### config.mk
export PLATFORM = sky130hd
export DESIGN_NAME = addr_seq
export DESIGN_NICKNAME = d
export VERILOG_FILES = /design/src/rtl/addr_seq_pkg.sv /design/src/rtl/drain_cnt.sv /design/src/rtl/addr_seq.sv
export SDC_FILE = /design/constraint.sdc
export NUM_CORES = 1
export LEC_CHECK = 0
export CAP_MARGIN = 0
export CORE_ASPECT_RATIO = 1.1
export CORE_UTILIZATION = 44
export CTS_BUF_LIST = sky130_fd_sc_hd__clkbuf_8
export DETAILED_ROUTE_END_ITERATION = 10
export PLACE_DENSITY_LB_ADDON = 0.1
export SYNTH_ARGS = -nofsm -noshare
export SYNTH_HDL_FRONTEND = slang
export SYNTH_HIERARCHICAL = 1
export SYNTH_SLANG_ARGS = --single-unit
### constraint.sdc
create_clock -name i_clk -period 1.7 [get_ports i_clk]
set_input_delay 0.34 -clock i_clk [delete_from_list [all_inputs] [get_ports i_clk]]
set_output_delay 0.34 -clock i_clk [all_outputs]
set_load 0.01 [all_outputs]
### src/rtl/addr_seq_pkg.sv
// Shared types and constants for the systolic-array serial-number sequencer.
// Also used by addr_sel for the serial-number width.
package addr_seq_pkg;

    localparam int SERIAL_W      = 7;
    localparam int STEP          = 4;
    localparam int DRAIN_DEFAULT = 16;

    typedef enum logic [1:0] {
        ST_IDLE  = 2'd0,
        ST_ISSUE = 2'd1,
        ST_DRAIN = 2'd2,
        ST_DONE  = 2'd3
    } state_t;

    // Serial numbers advance in steps of 4, so the two low bits carry no address.
    function automatic logic [SERIAL_W-1:0] align_num(input logic [SERIAL_W-1:0] num);
        return {num[SERIAL_W-1:2], 2'b00};
    endfunction

    function automatic logic is_aligned(input logic [SERIAL_W-1:0] num);
        return (num[1:0] == 2'b00);
    endfunction

endpackage

### src/rtl/drain_cnt.sv
// Loadable down-counter with a zero flag; it stops at zero and does not wrap.
module drain_cnt #(
    parameter int W = 5
) (
    input  logic         i_clk,
    input  logic         i_rst_n,
    input  logic         i_load,
    input  logic [W-1:0] i_load_val,
    input  logic         i_dec,
    output logic [W-1:0] o_cnt,
    output logic         o_zero
);

    logic [W-1:0] r_cnt;

    always_ff @(posedge i_clk) begin
        if (!i_rst_n) begin
            r_cnt <= '0;
        end else if (i_load) begin
            r_cnt <= i_load_val;
        end else if (i_dec && (r_cnt != '0)) begin
            r_cnt <= r_cnt - 1'b1;
        end
    end

    assign o_cnt  = r_cnt;
    assign o_zero = (r_cnt == '0);

endmodule

### src/rtl/addr_seq.sv
// Issues a range of serial numbers to addr_sel, drains the array, then pulses done.
// Optional ADDR_SEQ_ERR_EN: rejects misaligned ranges and adds the o_err pulse.
//
// state    | meaning
// ST_IDLE  | waiting for i_start
// ST_ISSUE | presenting one serial number per unstalled cycle
// ST_DRAIN | last number issued, letting operands flush through addr_sel and the skew
// ST_DONE  | one-cycle o_done pulse
module addr_seq
    import addr_seq_pkg::*;
#(
    parameter int DRAIN_CYCLES = DRAIN_DEFAULT
) (
    input  logic                i_clk,
    input  logic                i_rst_n,
    input  logic                i_start,
    input  logic [SERIAL_W-1:0] i_first_num,
    input  logic [SERIAL_W-1:0] i_last_num,
    input  logic                i_stall,
    output logic [SERIAL_W-1:0] o_addr_serial_num,
    output logic                o_addr_valid,
    output logic                o_busy,
`ifdef ADDR_SEQ_ERR_EN
    output logic                o_done,
    output logic                o_err
`else
    output logic                o_done
`endif
);

    localparam int                CNT_W      = $clog2(DRAIN_CYCLES + 1);
    localparam logic [CNT_W-1:0] DRAIN_LOAD = CNT_W'(DRAIN_CYCLES - 1);

    state_t              r_state;
    state_t              w_next;
    logic [SERIAL_W-1:0] r_serial;
    logic [SERIAL_W-1:0] r_last;
    logic                w_accept;
    logic                w_issue;
    logic                w_last_issue;
    logic                w_cnt_zero;
    logic [CNT_W-1:0]    w_cnt;

`ifdef ADDR_SEQ_ERR_EN
    logic r_err;
    logic w_reject;

    assign w_reject = (r_state == ST_IDLE) && i_start &&
                      !(is_aligned(i_first_num) && is_aligned(i_last_num));
    assign w_accept = (r_state == ST_IDLE) && i_start && !w_reject;

    always_ff @(posedge i_clk) begin
        if (!i_rst_n) begin
            r_err <= 1'b0;
        end else begin
            r_err <= w_reject;
        end
    end

    assign o_err = r_err;
`else
    assign w_accept = (r_state == ST_IDLE) && i_start;
`endif

    assign w_issue      = (r_state == ST_ISSUE) && !i_stall;
    assign w_last_issue = w_issue && (r_serial == r_last);

    always_ff @(posedge i_clk) begin
        if (!i_rst_n) begin
            r_state <= ST_IDLE;
        end else begin
            r_state <= w_next;
        end
    end

    always_comb begin
        w_next = r_state;
        case (r_state)
            ST_IDLE:  if (w_accept)     w_next = ST_ISSUE;
            ST_ISSUE: if (w_last_issue) w_next = ST_DRAIN;
            ST_DRAIN: if (w_cnt_zero)   w_next = ST_DONE;
            ST_DONE:                    w_next = ST_IDLE;
            default:                    w_next = ST_IDLE;
        endcase
    end

    // Without error checking the low bits are dropped so the +STEP walk always meets last.
    always_ff @(posedge i_clk) begin
        if (!i_rst_n) begin
            r_serial <= '0;
            r_last   <= '0;
        end else if (w_accept) begin
`ifdef ADDR_SEQ_ERR_EN
            r_serial <= i_first_num;
            r_last   <= i_last_num;
`else
            r_serial <= align_num(i_first_num);
            r_last   <= align_num(i_last_num);
`endif
        end else if (w_issue && !w_last_issue) begin
            r_serial <= r_serial + SERIAL_W'(STEP);
        end
    end

    drain_cnt #(
        .W (CNT_W)
    ) u_drain_cnt (
        .i_clk      (i_clk),
        .i_rst_n    (i_rst_n),
        .i_load     (w_last_issue),
        .i_load_val (DRAIN_LOAD),
        .i_dec      (r_state == ST_DRAIN),
        .o_cnt      (w_cnt),
        .o_zero     (w_cnt_zero)
    );

    assign o_addr_serial_num = r_serial;
    assign o_addr_valid      = w_issue;
    assign o_busy            = (r_state == ST_ISSUE) || (r_state == ST_DRAIN);
    assign o_done            = (r_state == ST_DONE);

endmodule

==> metrics <==
Initial Utilization=48.7%; ANT cells=0; PortBufs=21; RePlAce Congestion=0.828; ys flop type=dfxtp_1; drt drc=0; WL per Instance=13.2 um; H-tree depth=1; Synthesis Warnings=6; ranking of synthesized cells by area=dfxtp_1 34%, a21oi_1 7.4%, ha_1 7.4%; remaining antenna violation count after routing=0; max-slew violations=0; Final Util=73.5%; largest net degree at the start of global routing=16; Skew-Pair Late Insertion Delay=0.26 ns; first-pass GRT wire length=4.04 mm; share of post-route cells with drive strength above 1=30.5%; site row count=17; Filler Cells Inserted=169; post-route minimum period=1.87 ns; area share of the largest cell type after synthesis=33.5%; setup TNS=-0.356 ns; fmax=535 MHz; Post-synth EDFFs=0; total I/O pin count=28; Synth cell types=37; routed via count=1004; final setup vio count=3; register-to-register setup slack=-0.17 ns; fin worst setup slack=-0.168 ns; HPWL Detailed=1.88 mm; Die Ht=52.4 um; chip width=47.8 um; clock slew at reported path FFs=0.07 ns; Iter 0 DRT Violations=28; Vias/cell=5.15; Max Clock Skew=0.00377 ns; Area after DPL=1440 um2; final non-filler cell area=1530 um2; most common cell after layout, fill and taps aside=buf_4; Yosys top cell by area=dfxtp_1; Seq cells post-synth=17; Mapped Cells=120; Total GRT Usage=23.1%; Worst EP required=1.84 ns; power per cell area=1480 nW/um2; failing checks=negative setup slack; hold slack=0.457 ns; VDD IR max=0.843 mV; die area=2500 um2; TritonCTS Buffers=3; RSZ-0062 raised after global routing=yes; clk sinks=17; CTS tree=done; Final Hold Viols=0; fin nets=192; total power=0.00227 W; Core ar.=2080 um2; crit path DAT=2.01 ns; Final Cycle Share=110%; Seq/Total Area, Yosys=33.5%; Setup crit start kind=flip-flop; hold crit path type=reg -> reg; Setup CP Type=reg -> reg; CP Capture Type=flip-flop; grt ovf=0; Root Driver=clkbuf_8; status=finished with violations; Synth Area per Inst=8.46 um2; fraction of registers with async set/reset=0%; WL final=2.58 mm; # Max-Cap Violations=0; commonest non-fill, non-tap cells in the layout=20 x buf_4, 19 x clkdlybuf4s50_1, 15 x a21oi_1; static leakage=0.610 nW; drt first pass iters=4; synthesis-to-layout area growth=51.0%; initial antenna violation count=0; Crit Path Max Fanout=3; number of global-route vias before repair=1012; mapped cell area=1010 um2; Max clock buf depth=2
-- cell type report --
class                           instances  area [um2]  area share, %
Clock inverter                          1        7.51          0.490
Sequential cell                        17         348           22.7
Tap cell                               28        35.0           2.29
Clock buffer                            3        41.3           2.69
Multi-Input combinational cell         92         671           43.8
Timing Repair Buffer                   42         378           24.7
Inverter                               12        52.6           3.43
-- power breakdown --
| group | switching (W) | internal (W) |
|---|---|---|
| Combinational | 0.000652 | 0.000680 |
| Sequential | 0.000104 | 0.000510 |
| Clock | 0.000158 | 0.000166 |
| Total | 0.000914 | 0.00136 |
-- per-layer routing --
metal | up-vias | wire [um] | track usage [%]
li1 | 503 | - | -
met1 | 469 | 1130 | 25.4
met2 | 27 | 1330 | 40.3
met3 | 5 | 77 | 3.45
met4 | 0 | 46 | 12.5
met5 | - | 0 | 0
-- path summary, 6_finish.rpt --
| check | cells after the start | startpoint | to |
|---|---|---|---|
| min reg2reg | 2 | r_last[2]$_SDFFE_PN0P_ | r_last[2]$_SDFFE_PN0P_ |
| max | 9 | u_drain_cnt/o_cnt[0]$_SDFFE_PN0P_ | r_state[1]$_SDFFE_PN0P_ |
| max reg2reg | 9 | u_drain_cnt/o_cnt[0]$_SDFFE_PN0P_ | r_state[1]$_SDFFE_PN0P_ |
| min | 2 | r_last[2]$_SDFFE_PN0P_ | r_last[2]$_SDFFE_PN0P_ |
-- logic make-up (layout without fill, tap and decap cells) --
logic type	count (synthesis)	after routing	synth area share [%]
multiplexers	2	2	1.97
other	2	7	0.740
flip-flops	17	17	33.5
AND/OR/NAND/NOR	36	36	19.1
XOR/XNOR	7	7	6.04
AO/OA/AOI/OAI	34	34	24.4
adder cells (fa/ha/maj)	6	6	7.40
buffers and inverters	16	58	6.78
-- synth_stat cells (2+ instances only) --
master	instances
dfxtp_1	17
a21oi_1	15
nand2_1	14
inv_1	10
o21ai_0	7
ha_1	6
xnor2_1	6
nor2_1	5
nand4_1	3
a211oi_1	2
a221oi_1	2
buf_4	2
clkbuf_1	2
conb_1	2
mux2i_1	2
nand2b_1	2
nand3_1	2
nor3b_1	2
-- registers in the layout (all words and copies together) (netlist names) --
name               cells
r_last                 5
r_state                2
u_drain_cnt/o_cnt      5
o_addr_serial_num      5
-- per-stage QoR --
step	worst slack, ns	std cells
after floorplan	-0.112	125
after global placement	-0.150	189
after detailed placement	-0.193	189
after CTS	-0.202	193
after global routing	-0.263	195
final	-0.168	195
-- what timing repair did --
action                                  CTS  global route
setup buffers                             0             2
gates resized for setup                   6             7
pin swaps                                 2             2
endpoints found under the setup margin    6             8
hold buffers                              0             0
-- critical path, stage by stage, from the launching register on --
cell,delay (ns)
dfxtp_2,0.32
inv_2,0.07
ha_4,0.13
or4b_4,0.48
clkinv_4,0.08
inv_4,0.03
a221oi_2,0.23
a31oi_2,0.17
mux2i_1,0.18
nor2_1,0.06
Power figures use the tool's default switching activity.
